## src/rtl/button_event_decoder.sv

```systemverilog
// button_event_decoder
// Turns the debounced push-button event stream into user gestures for the
// time/alarm set controller: short press, double press, long press and
// auto-repeat while held. All timing is counted in timebase ticks.

module button_event_decoder #(
    parameter int LONG_TICKS   = 1000,
    parameter int REPEAT_TICKS = 200,
    parameter int GAP_TICKS    = 250
) (
    input  logic clk,
    input  logic rst,
    input  logic tick,
    input  logic pb_pressed_pulse,
    input  logic pb_pressed_status,
    input  logic pb_released_pulse,
    output logic short_pulse,
    output logic double_pulse,
    output logic long_pulse,
    output logic repeat_pulse,
    output logic held
);

    // Counter must hold the largest threshold value.
    localparam int MAX_LR = (LONG_TICKS > REPEAT_TICKS) ? LONG_TICKS : REPEAT_TICKS;
    localparam int MAX_T  = (MAX_LR > GAP_TICKS) ? MAX_LR : GAP_TICKS;
    localparam int CW     = $clog2(MAX_T + 1);

    // Last counter value before each threshold tick.
    localparam logic [CW-1:0] LONG_LAST = CW'(LONG_TICKS - 1);
    localparam logic [CW-1:0] REP_LAST  = CW'(REPEAT_TICKS - 1);
    localparam logic [CW-1:0] GAP_LAST  = (GAP_TICKS > 0) ? CW'(GAP_TICKS - 1) : {CW{1'b0}};
    localparam bit            GAP_EN    = (GAP_TICKS > 0);

    typedef enum logic [2:0] {
        ST_IDLE  = 3'd0,
        ST_HELD  = 3'd1,
        ST_LONG  = 3'd2,
        ST_WAIT2 = 3'd3,
        ST_HELD2 = 3'd4
    } state_t;

    state_t          state_r;
    state_t          state_s;
    logic [CW-1:0]   cnt_r;
    logic [CW-1:0]   cnt_s;
    logic            rep_clr_s;
    logic            short_s;
    logic            double_s;
    logic            long_s;
    logic            repeat_s;
    logic            held_s;
    logic            short_r;
    logic            double_r;
    logic            long_r;
    logic            repeat_r;
    logic            held_r;

    // Next-state, pulse and counter decode. Release wins over a coincident
    // threshold tick; a dropped status without a release aborts silently.
    always_comb begin
        state_s   = state_r;
        rep_clr_s = 1'b0;
        short_s   = 1'b0;
        double_s  = 1'b0;
        long_s    = 1'b0;
        repeat_s  = 1'b0;

        case (state_r)
            ST_IDLE: begin
                if (pb_pressed_pulse) begin
                    state_s = ST_HELD;
                end else begin
                    state_s = ST_IDLE;
                end
            end

            ST_HELD: begin
                if (pb_released_pulse) begin
                    if (GAP_EN) begin
                        state_s = ST_WAIT2;
                    end else begin
                        short_s = 1'b1;
                        state_s = ST_IDLE;
                    end
                end else if (!pb_pressed_status) begin
                    state_s = ST_IDLE;
                end else if (tick && (cnt_r == LONG_LAST)) begin
                    long_s  = 1'b1;
                    state_s = ST_LONG;
                end else begin
                    state_s = ST_HELD;
                end
            end

            ST_LONG: begin
                if (pb_released_pulse) begin
                    state_s = ST_IDLE;
                end else if (!pb_pressed_status) begin
                    state_s = ST_IDLE;
                end else if (tick && (cnt_r == REP_LAST)) begin
                    repeat_s  = 1'b1;
                    rep_clr_s = 1'b1;
                    state_s   = ST_LONG;
                end else begin
                    state_s = ST_LONG;
                end
            end

            ST_WAIT2: begin
                if (pb_pressed_pulse) begin
                    state_s = ST_HELD2;
                end else if (tick && (cnt_r == GAP_LAST)) begin
                    short_s = 1'b1;
                    state_s = ST_IDLE;
                end else begin
                    state_s = ST_WAIT2;
                end
            end

            ST_HELD2: begin
                if (pb_released_pulse) begin
                    double_s = 1'b1;
                    state_s  = ST_IDLE;
                end else if (!pb_pressed_status) begin
                    state_s = ST_IDLE;
                end else if (tick && (cnt_r == LONG_LAST)) begin
                    // First press was a short; the second one became long.
                    short_s = 1'b1;
                    long_s  = 1'b1;
                    state_s = ST_LONG;
                end else begin
                    state_s = ST_HELD2;
                end
            end

            default: begin
                state_s = ST_IDLE;
            end
        endcase

        if ((state_s != state_r) || rep_clr_s) begin
            cnt_s = {CW{1'b0}};
        end else if (tick) begin
            cnt_s = cnt_r + {{(CW-1){1'b0}}, 1'b1};
        end else begin
            cnt_s = cnt_r;
        end

        held_s = (state_s == ST_HELD) || (state_s == ST_HELD2) || (state_s == ST_LONG);
    end

    // State, tick counter and registered outputs.
    always_ff @(posedge clk or negedge rst) begin
        if (!rst) begin
            state_r  <= ST_IDLE;
            cnt_r    <= {CW{1'b0}};
            short_r  <= 1'b0;
            double_r <= 1'b0;
            long_r   <= 1'b0;
            repeat_r <= 1'b0;
            held_r   <= 1'b0;
        end else begin
            state_r  <= state_s;
            cnt_r    <= cnt_s;
            short_r  <= short_s;
            double_r <= double_s;
            long_r   <= long_s;
            repeat_r <= repeat_s;
            held_r   <= held_s;
        end
    end

    assign short_pulse  = short_r;
    assign double_pulse = double_r;
    assign long_pulse   = long_r;
    assign repeat_pulse = repeat_r;
    assign held         = held_r;

endmodule
```

## config.mk

```make
export PLATFORM = sky130hd
export DESIGN_NAME = button_event_decoder
export DESIGN_NICKNAME = d
export VERILOG_FILES = /design/src/rtl/button_event_decoder.sv
export SDC_FILE = /design/constraint.sdc
export NUM_CORES = 1
export LEC_CHECK = 0
export CORE_AREA = 4 4 64 66
export DETAILED_ROUTE_END_ITERATION = 6
export DIE_AREA = 0 0 68 70
export DONT_BUFFER_PORTS = 1
export PLACE_DENSITY = 0.45
export SYNTH_ARGS = -nofsm -noshare
export SYNTH_HDL_FRONTEND = slang
export SYNTH_SLANG_ARGS = --single-unit
```

## constraint.sdc

```tcl
create_clock -name clk -period 1.7 [get_ports clk]
set_input_delay 0.34 -clock clk [delete_from_list [all_inputs] [get_ports clk]]
set_output_delay 0.34 -clock clk [all_outputs]
set_load 0.01 [all_outputs]
```

==> out/summary.txt <==
Worst r2r src: state_r[2]
Global-route wire length before repair: 3930 um
DRC Markers: 0
Dpl ws: -0.0506 ns
DR vias/cell: 4.75
Clk buf depth: 2
Sequential-to-total area share from yosys stat: 0.436
Setup slack after layout: -0.0952 ns
Max Slew Vio Count: 0
Root buffer cell: clkbuf_4
CP arrival: 2.00 ns
CTS tree: yes
Worst setup SP type: flop
Synth top area share: 0.436
Total gr overflow: 0
Crit Path Category: flop to flop
H-tree depth: 1
Setup crit start: state_r[2]
Clk sinks: 18
Placer Congestion: 0.768
Row count: 22
Max Cap Viol: 0
Share of cells above drive strength 1: 0.260
Worst min-delay path category: primary input to flop
Post-route ant nets: 0
Layout area overhead: 28.1%
DR WL/cell: 12.7 um
Final worst-path cycle share: 1.06
Core Footprint: 3580 um^2
Slew headroom: 0.437
Status: finished, violations left
Antenna violations before repair: 0
Initial DRC Count: 79
Setup TNS: -0.501 ns
Cells on worst reg2reg path: 6
Fin crit period: 1.80 ns
Total vias in the final route: 851
IO buf count: 0
Largest net degree at the start of global routing: 19
Nets: 141
Crit Path Max Fanout: 5
R2R setup slack: -0.1 ns
Mapped Area: 1030 um^2
N_diodes: 0
TritonCTS buffer count: 3
Reg2reg end: cnt_r[1]
Layout Skew: 0.00956 ns
WL final: 2280 um
Distinct cells, synth: 35
Synth Net Count: 117
Die height: 70 um
Failing checks: negative setup slack
Clock transition at path regs: 0.10 ns
Post-synth ARST share: 1.00
Synth Area per Inst: 9.48 um^2
#FFs+latches synth: 18
Hold Vio Cnt, Final: 0
RSZ-0062 raised after global routing: yes
Synthesized instance count: 109
# setup viols final: 10
Pwr dens: 1100 nW/um^2
Cell taking the most area after synthesis: dfrtp_1
DIE WIDTH: 68 um
Detail Placement HPWL: 1600 um
Cell area after layout: 1320 um^2
Number of global-route vias before repair: 872
CP endpoint kind: flop
GRT Util Overall: 0.107
Worst skew pair latency: 0.30 ns
Max frequency: 557 MHz
DRT Pass-1 Iters: 4
Critical Path RT: 1.91 ns
Crit path to: cnt_r[1]
Placed inst area: 1200 um^2
Leak pwr: 0.561 nW
I/O Pins: 11
Post-synth EDFFs: 0
Primary FF master, synth: dfrtp_1
Least-Margin Pin Slew: 0.842 ns
Ranking of synthesized cells by area: dfrtp_1 44%, xnor2_1 6.8%, nor2_1 6.5%, nand2b_1 3.0%, nand2_1 2.5%
Starting Density: 0.289
Commonest cells post-synth: 18 x dfrtp_1, 18 x nor2_1, 8 x xnor2_1
Worst vdd ir: 465 uV
DIE AREA: 4760 um^2
Ys Warns: 0
## registers in the layout (all words and copies together) (netlist names)
| register | cells |
|---|---|
| long_pulse | 1 |
| double_pulse | 1 |
| held | 1 |
| cnt_r | 10 |
| state_r | 3 |
| short_pulse | 1 |
| repeat_pulse | 1 |
## per-stage QoR
step	utilization	std cells	hold slack, ns	total power, mW
2_1_floorplan	-	109	0.0444	0.979
3_3_place_gp	0.337	170	0.0449	1.15
3_5_place_dp	0.337	170	0.0449	1.15
4_1_cts	0.354	177	0.104	1.44
5_1_grt	0.370	179	0.0879	1.58
6_report	0.370	179	0.121	1.46
## worst min path at each step
stage | depth (start not counted) | start | to | slack, ns
2_1_floorplan | 0 | rst | cnt_r[0] | 0.04
3_3_place_gp | 0 | rst | long_pulse | 0.04
3_5_place_dp | 0 | rst | long_pulse | 0.04
4_1_cts | 1 | tick | cnt_r[1] | 0.10
5_1_grt | 1 | tick | cnt_r[1] | 0.09
6_report | 1 | tick | cnt_r[1] | 0.12
## timing repair
action / in CTS / in global routing
gates resized for setup: 2 / 7
pin swaps: 3 / 1
setup buffers: 2 / 2
endpoints found under the hold margin: 18 / 0
endpoints found under the setup margin: 11 / 11
hold buffers: 1 / 0
cloned: 1 / 0
## worst max-delay path, stage by stage, from the launching register on
cell	delay, ns
dfrtp_1	0.43
or3b_1	0.39
a21oi_2	0.13
a22oi_1	0.07
a311o_1	0.40
buf_6	0.15
a211oi_2	0.14
## cell families after synthesis
family / synth area share
xor gates and xnor gates: 0.0932
AOI/OAI and AO/OA: 0.0981
adders and majority gates: 0.0242
and+or+nand+nor: 0.298
DFF: 0.436
buffers and inverters: 0.0412
muxes: 0.00969
## cell type report
cell class | count | area (um^2)
inverter | 3 | 11.3
fill | 371 | 2250
clock buffer | 3 | 22.5
sequential | 18 | 450
multi-input combinational | 83 | 593
tap | 48 | 60.1
timing repair buffer | 24 | 186
## per-layer routing
metal | wire (um) | GRT usage | vias to the layer above | part of all wire
met3 | 121 | 0.0418 | 4 | 0.053
met1 | 1000 | 0.130 | 403 | 0.44
met5 | 0 | 0 | - | 0
li1 | - | - | 426 | -
met2 | 1110 | 0.170 | 18 | 0.49
met4 | 39 | 0.0331 | 0 | 0.017
## layout by cell type (no fill, tap or decap), drive strengths merged, types with 3 or more instances in the layout
cell type and instances:
clkbuf 3, xnor2 8, xor2 3, nor2b 3, inv 3, nand3 5
a21oi 4, buf 23, nor2 18, nand2 7, dfrtp 18, nand2b 5
## power by group
part | switching (mW) | internal, mW
logic | 0.321 | 0.371
clock network | 0.130 | 0.0825
registers | 0.0671 | 0.490
(Power assumes the default switching activity.)
